===== src/rtl/mul_issue_ctrl.sv =====
// -----------------------------------------------------------------------------
// mul_issue_ctrl
//
// Control stage around the 2-stage multiplier in the EXE->MEM path.
// It accepts MUL.W / MULH.W / MULH.WU ops from EXE and drives the multiplier
// operands and signedness. Ops are tracked through the multiplier's
// free-running pipeline register. Each product is written into a small result
// FIFO, so backpressure from MEM never drops a result.
//
// Optional build macro:
//   MUL_ISSUE_BYPASS_EN - when the FIFO is empty, a landing product is offered
//                         to MEM in the cycle it lands. It skips the FIFO if MEM
//                         takes it in that cycle.
//
// Ports:
//   clk, reset              clock and synchronous active-high reset
//   in_valid / in_ready     op handshake from EXE
//   in_op                   00 MUL.W, 01 MULH.W, 10 MULH.WU, 11 treated as 00
//   in_src1 / in_src2       operands
//   in_tag                  destination tag carried with the op
//   flush                   cancels every op held in this block
//   mul_a / mul_b           operands to the multiplier (combinational)
//   mul_signed              signedness to the multiplier
//   mul_result              64-bit product, MUL_LAT cycles after the operands
//   out_valid / out_ready   result handshake to MEM
//   out_data / out_tag      selected 32-bit result half and its tag
//   busy                    any op in flight or buffered
// -----------------------------------------------------------------------------
module mul_issue_ctrl #(
  parameter int MUL_LAT    = 1,
  parameter int FIFO_DEPTH = 2,
  parameter int TAG_W      = 5
) (
  input  logic             clk,
  input  logic             reset,
  input  logic             in_valid,
  output logic             in_ready,
  input  logic [1:0]       in_op,
  input  logic [31:0]      in_src1,
  input  logic [31:0]      in_src2,
  input  logic [TAG_W-1:0] in_tag,
  input  logic             flush,
  output logic [31:0]      mul_a,
  output logic [31:0]      mul_b,
  output logic             mul_signed,
  input  logic [63:0]      mul_result,
  output logic             out_valid,
  input  logic             out_ready,
  output logic [31:0]      out_data,
  output logic [TAG_W-1:0] out_tag,
  output logic             busy
);

  localparam int PTR_W = (FIFO_DEPTH > 1) ? $clog2(FIFO_DEPTH) : 1;
  localparam int CNT_W = $clog2(FIFO_DEPTH + 1);
  localparam int OCC_W = $clog2(FIFO_DEPTH + MUL_LAT + 1);

  // In-flight tracking, one entry per multiplier pipeline stage
  logic [MUL_LAT-1:0] pipe_vld_q;
  logic [MUL_LAT-1:0] pipe_hi_q;
  logic [TAG_W-1:0]   pipe_tag_q [MUL_LAT];

  // Result FIFO
  logic [31:0]        fifo_data_q [FIFO_DEPTH];
  logic [TAG_W-1:0]   fifo_tag_q  [FIFO_DEPTH];
  logic [PTR_W-1:0]   wr_ptr_q, wr_ptr_d;
  logic [PTR_W-1:0]   rd_ptr_q, rd_ptr_d;
  logic [CNT_W-1:0]   count_q,  count_d;

  logic               kill;
  logic               accept;
  logic               hi_sel_in;
  logic               last_vld;
  logic               last_hi;
  logic [TAG_W-1:0]   last_tag;
  logic [31:0]        land_data;
  logic               fifo_nonempty;
  logic               fifo_out_vld;
  logic               byp_vld;
  logic               byp_take;
  logic               push;
  logic               pop;
  logic [OCC_W-1:0]   occ;

  function automatic logic [PTR_W-1:0] ptr_inc(input logic [PTR_W-1:0] p);
    return (p == PTR_W'(FIFO_DEPTH - 1)) ? '0 : p + 1'b1;
  endfunction

  // ---------------------------------------------------------------------------
  // Multiplier drive: operands pass straight through; only MULH.WU is unsigned
  // ---------------------------------------------------------------------------
  assign mul_a      = in_src1;
  assign mul_b      = in_src2;
  assign mul_signed = (in_op != 2'b10);

  assign hi_sel_in  = (in_op == 2'b01) || (in_op == 2'b10);

  // ---------------------------------------------------------------------------
  // Landing product: when the last stage is valid, mul_result belongs to it
  // ---------------------------------------------------------------------------
  assign last_vld  = pipe_vld_q[MUL_LAT-1];
  assign last_hi   = pipe_hi_q[MUL_LAT-1];
  assign last_tag  = pipe_tag_q[MUL_LAT-1];
  assign land_data = last_hi ? mul_result[63:32] : mul_result[31:0];

  // Reset has the same effect as flush. Both stop accept, pop and push.
  assign kill          = reset || flush;
  assign fifo_nonempty = (count_q != '0);
  assign fifo_out_vld  = fifo_nonempty && !kill;

`ifdef MUL_ISSUE_BYPASS_EN
  // Present the landing product directly only when nothing older is queued.
  // This keeps results in order.
  assign byp_vld  = !fifo_nonempty && last_vld && !kill;
  assign byp_take = byp_vld && out_ready;
`else
  assign byp_vld  = 1'b0;
  assign byp_take = 1'b0;
`endif

  assign out_valid = fifo_out_vld || byp_vld;

  always_comb begin
    out_data = '0;
    out_tag  = '0;
    if (fifo_out_vld) begin
      out_data = fifo_data_q[rd_ptr_q];
      out_tag  = fifo_tag_q[rd_ptr_q];
    end else if (byp_vld) begin
      out_data = land_data;
      out_tag  = last_tag;
    end
  end

  assign pop  = fifo_out_vld && out_ready;
  assign push = last_vld && !kill && !byp_take;

  // ---------------------------------------------------------------------------
  // Occupancy is every op the block owns: in flight plus buffered.
  // An op is accepted only if a FIFO slot is guaranteed for it when it lands.
  // A same-cycle pop also frees a slot, which gives full throughput.
  // ---------------------------------------------------------------------------
  always_comb begin
    occ = OCC_W'(count_q);
    for (int i = 0; i < MUL_LAT; i++) begin
      occ = occ + OCC_W'(pipe_vld_q[i]);
    end
  end

  assign in_ready = !kill &&
                    ((occ < OCC_W'(FIFO_DEPTH)) || (out_valid && out_ready));
  assign accept   = in_valid && in_ready;

  assign busy = (|pipe_vld_q) || fifo_nonempty;

  // ---------------------------------------------------------------------------
  // FIFO pointer and count next state
  // ---------------------------------------------------------------------------
  always_comb begin
    wr_ptr_d = wr_ptr_q;
    rd_ptr_d = rd_ptr_q;
    count_d  = count_q;
    if (push) begin
      wr_ptr_d = ptr_inc(wr_ptr_q);
    end
    if (pop) begin
      rd_ptr_d = ptr_inc(rd_ptr_q);
    end
    case ({push, pop})
      2'b10:   count_d = count_q + 1'b1;
      2'b01:   count_d = count_q - 1'b1;
      default: count_d = count_q;
    endcase
  end

  // ---------------------------------------------------------------------------
  // Control state. Flush clears the same state as reset. The product that is
  // still landing is dropped because push is blocked.
  // ---------------------------------------------------------------------------
  always_ff @(posedge clk) begin
    if (reset || flush) begin
      pipe_vld_q <= '0;
      wr_ptr_q   <= '0;
      rd_ptr_q   <= '0;
      count_q    <= '0;
    end else begin
      pipe_vld_q[0] <= accept;
      for (int i = 1; i < MUL_LAT; i++) begin
        pipe_vld_q[i] <= pipe_vld_q[i-1];
      end
      wr_ptr_q <= wr_ptr_d;
      rd_ptr_q <= rd_ptr_d;
      count_q  <= count_d;
    end
  end

  // Payload registers carry no reset. The valid bits and the count qualify them.
  always_ff @(posedge clk) begin
    if (accept) begin
      pipe_hi_q[0]  <= hi_sel_in;
      pipe_tag_q[0] <= in_tag;
    end
    for (int i = 1; i < MUL_LAT; i++) begin
      pipe_hi_q[i]  <= pipe_hi_q[i-1];
      pipe_tag_q[i] <= pipe_tag_q[i-1];
    end
    if (push) begin
      fifo_data_q[wr_ptr_q] <= land_data;
      fifo_tag_q[wr_ptr_q]  <= last_tag;
    end
  end

`ifndef SYNTHESIS
  // The admission rule must keep the owned op count within the FIFO size.
  // That guarantee is what makes a push into a full FIFO impossible.
  occ_within_depth: assert property (
    @(posedge clk) disable iff (reset) occ <= OCC_W'(FIFO_DEPTH));

  no_push_when_full: assert property (
    @(posedge clk) disable iff (reset)
    push |-> ((count_q < CNT_W'(FIFO_DEPTH)) || pop));
`endif

endmodule


===== config.mk =====
export PLATFORM = sky130hd
export DESIGN_NAME = mul_issue_ctrl
export DESIGN_NICKNAME = d
export VERILOG_FILES = /design/src/rtl/mul_issue_ctrl.sv
export SDC_FILE = /design/constraint.sdc
export NUM_CORES = 1
export LEC_CHECK = 0
export ABC_AREA = 1
export CAP_MARGIN = 10
export CELL_PAD_IN_SITES_DETAIL_PLACEMENT = 0
export CELL_PAD_IN_SITES_GLOBAL_PLACEMENT = 1
export CORE_ASPECT_RATIO = 0.75
export CORE_UTILIZATION = 25
export CTS_BUF_LIST = sky130_fd_sc_hd__clkbuf_8 sky130_fd_sc_hd__clkbuf_16
export CTS_CLUSTER_DIAMETER = 40
export DETAILED_ROUTE_END_ITERATION = 16
export PLACE_DENSITY = 0.87
export RECOVER_POWER = 100
export SYNTH_ARGS = -nofsm -noshare
export SYNTH_HDL_FRONTEND = slang
export SYNTH_SLANG_ARGS = --single-unit

===== constraint.sdc =====
create_clock -name clk -period 3.3 [get_ports clk]
set_clock_uncertainty 0.15 [all_clocks]
set_input_delay 0.99 -clock clk [delete_from_list [all_inputs] [get_ports clk]]
set_output_delay 0.99 -clock clk [all_outputs]
set_load 0.02 [all_outputs]

==> impl_summary.log <==
[metrics] outcome: finished, violations left
[metrics] violations in the final reports: DRC
[metrics] reg-to-reg setup timing slack: approximately 700 ps
[metrics] Diodes inserted: 0
[metrics] post-route design area: ~5500 sq um
[metrics] HPWL after detailed placement: around 6600 um
[metrics] final period utilization: 98.2%
[metrics] synthesized net count: 497
[metrics] routed wirelength normalized by instance count: around 15 um
[metrics] Psw: ~430 uW
[metrics] area grow syn2layout: 30.5%
[metrics] largest net degree at the start of global routing: 27
[metrics] number of synthesized register bits: 86
[metrics] CTS tree: yes
[metrics] number of search-and-repair iterations in the first detailed-routing pass: 10
[metrics] leading area contributor after synthesis: edfxtp_1
[metrics] final critical delay including setup and external delays: roughly 3200 ps
[metrics] final routed DRC violation total: 42
[metrics] Worst-Margin Slew: between 1000 and 1500 ps
[metrics] final setup violation count: 0
[metrics] clock edge transition at the registers on the reported setup and hold paths: ~50 ps
[metrics] number of buffers inserted by port buffering: around 120
[metrics] Pwr Density: roughly 410 nW/um^2
[metrics] total number of clock tree sinks: between 80 and 90
[metrics] setup repair after global routing missed its margin: no
[metrics] die area: around 17000 sq um
[metrics] initial core utilization: between 20% and 30%
[metrics] number of warning messages in the yosys log: 0
[metrics] die height: approximately 110 um
[metrics] Static Leak: approximately 0.0020 uW
[metrics] share of total power in the clock network: 40.5%
[metrics] fillcell total: about 1600
[metrics] Sequential Power Share: 53.0%
[metrics] number of nets with antenna violations after routing: 0
[metrics] gate count after technology mapping: ~360
[metrics] register area: about 2500 sq um
[metrics] Total Routing Usage GR: between 10% and 20%
[metrics] total number of placement rows: 40
[metrics] start of the worst register-to-register path: last_hi
[metrics] Startpoint Class: input port
[metrics] combinational power share: approximately 6.6%
[metrics] Worst EP arrival: roughly 2100 ps
[metrics] Slew HR: around 6.5%
[metrics] number of ports placed on the die boundary: around 250
[metrics] count of final max-slew check failures: 0
[metrics] terminus of the critical flop-to-flop path: fifo_data_q[1][10]
[metrics] share of total power consumed by net switching: 19.0%
[metrics] core footprint: between 15000 and 20000 sq um
[metrics] syn_area_per_cell: ~12 sq um
[metrics] Critical Setup Path Class: input port to output pin
[metrics] total overflow reported by the global router: 0
[metrics] worst hold path stage count: 0
[metrics] data required time at the worst endpoint: ~2200 ps
[metrics] number of hold violations in the final report: 0
[metrics] final WL: around 9300 um
[metrics] vias after detailed routing: around 2700
[metrics] buffers from clock root to sink, at most: 2
[metrics] number of antenna violations at the first check in global routing: 1
[metrics] vias in the first global route: 2859
[metrics] multi-input gate area in the final layout: around 1100 sq um
[metrics] internal power component: 1850 uW
[metrics] Post-Synthesis Cell Area: 4220 sq um
[metrics] crit path max fanout: 12
[metrics] number of DRC markers in iteration 0: about 140
[metrics] core occupancy in the finished layout: around a third
[metrics] largest cells by area after synthesis: edfxtp_1 (57%), buf_4 (11%), mux2_2 (8.0%)
[metrics] part of the Yosys area used for sequential elements: about three fifths
[metrics] hold_sp: pipe_tag_q[0][0]
[metrics] htree depth: 3
[metrics] CTS buffer count: 9
[metrics] crit end category: output pin
[metrics] layout cells sized above 1: roughly 22%
[metrics] peak supply drop: roughly 0.29 mV
[metrics] via/cell ratio: between 4 and 5
[metrics] type of the most critical hold path: register to register
[metrics] Die W: 152 um
[metrics] later-pin clock latency in the skew report: around 330 ps
[metrics] share of Yosys cell area claimed by the top area cell type: 57.0%
[metrics] final layout net count: 562
[metrics] unique cell type count in the Yosys netlist: 23
[metrics] dpl cell area: 5230 sq um
[metrics] Fin Hold WS: 292 ps
[metrics] MaxCap Viol Count: 0
[metrics] highest attainable clock frequency: approximately 300 MHz
[metrics] Worst Hold End: fifo_tag_q[1][0]
[metrics] global placement routability congestion: about 0.68
[metrics] first-pass GRT wire length: approximately 14000 um
[metrics] clock root buffer master: clkbuf_16
[metrics] worst reg2reg path depth: 2
==> state kept, by name (all words and copies together) (netlist names), named ones only <==
| signal | count |
|---|---|
| last_vld | 1 |
| rd_ptr_q | 1 |
| count_q | 2 |
| fifo_data_q | 64 |
| pipe_tag_q | 5 |
| wr_ptr_q | 1 |
| fifo_tag_q | 10 |
| last_hi | 1 |
==> repair_timing <==
item                                    4_1_cts  5_1_grt
setup buffers                                 0        0
gates resized for setup                     139        8
endpoints found under the setup margin       40        4
hold buffers                                  0        0
cloned                                        1        0
pin swaps                                     2        1
==> cell usage after synthesis <==
master and count:
nand4_1 1, mux2_2 30, buf_6 3, edfxtp_1 80, nor2_1 7, clkbuf_1 3, or2_2 1, o21ai_0 2
dfxtp_1 6, mux2_1 2, clkbuf_2 1, buf_2 8, a21oi_1 22, inv_2 2, a21oi_2 19, nand3_1 4
nor2_4 1, nand2_1 83, inv_1 12, ha_1 2, buf_4 64, nand2_4 1, nand2_2 1
==> logic make-up after synthesis <==
group | synth area share, %
adders and majority gates | 0.593
AOI/OAI and AO/OA | 6.80
muxes | 8.55
and+or+nand+nor | 9.47
buffers and inverters | 14.8
DFF | 59.8
==> critical path, cell delays in order <==
cell           delay [ps]
dlygate4sd2_1         250
nor2_4                160
nand2_4               100
bufbuf_16             300
a21oi_2               120
clkbuf_2              180
==> cells in the final DEF, fill, tap and decap left out, drive strengths merged, types with 4 or more instances in the layout <==
cell / n
clkdlybuf4s50: 59
clkbuf: 24
a21oi: 41
edfxtp: 80
inv: 17
dfxtp: 6
mux2: 32
dlygate4sd2: 4
clkdlybuf4s15: 23
buf: 17
nand3: 4
nand2: 85
nor2: 8
dlygate4sd3: 15
==> metal layers <==
| layer | wire, um | GRT usage [%] | share of wire [%] | up-vias |
|---|---|---|---|---|
| met4 | 222 | 5.31 | 2.4 | 2 |
| met2 | 4870 | 20.0 | 52 | 111 |
| met3 | 634 | 3.90 | 6.8 | 30 |
| met5 | 18 | 0 | 0.19 | - |
| met1 | 3550 | 10.9 | 38 | 1297 |
| li1 | - | - | - | 1272 |
==> layout make-up <==
type	instances	share of cell area [%]
sequential	86	45.8
timing repair buffer	133	23.2
multi-input combinational	176	20.1
tap	210	4.78
clock buffer	10	4.55
inverter	14	0.955
clock inverter	6	0.523
==> metrics by stage <==
stage          setup WS [ps]  setup TNS (ps)  std cells  total power, uW
3_3_place_gp            -539          -18540        618             1390
4_1_cts                 3.62               0        635             2320
6_report                57.8               0        635             2280
3_5_place_dp            -548          -19190        618             1390
5_1_grt                0.994               0        635             2370
2_1_floorplan           -140          -10330        355             1390
==> worst max path at each step <==
stage | from | end | slack (ps) | cells past startpoint
4_1_cts | reset | out_data[14] | 4 | 6
6_report | flush | out_data[21] | 60 | 6
3_5_place_dp | flush | out_data[5] | -550 | 6
3_3_place_gp | flush | out_data[5] | -540 | 6
5_1_grt | flush | out_data[4] | 1 | 6
2_1_floorplan | flush | fifo_data_q[0][0] | -140 | 3
==> power groups by stage <==
stage                     clock, uW  combinational, uW  sequential, uW
after CTS                       955                162            1210
final                           924                150            1210
after global placement            0                157            1230
after detailed placement          0                162            1230
after global routing            998                163            1210
after floorplan                   0                166            1230
No activity file was read; power rests on OpenSTA's default activity.
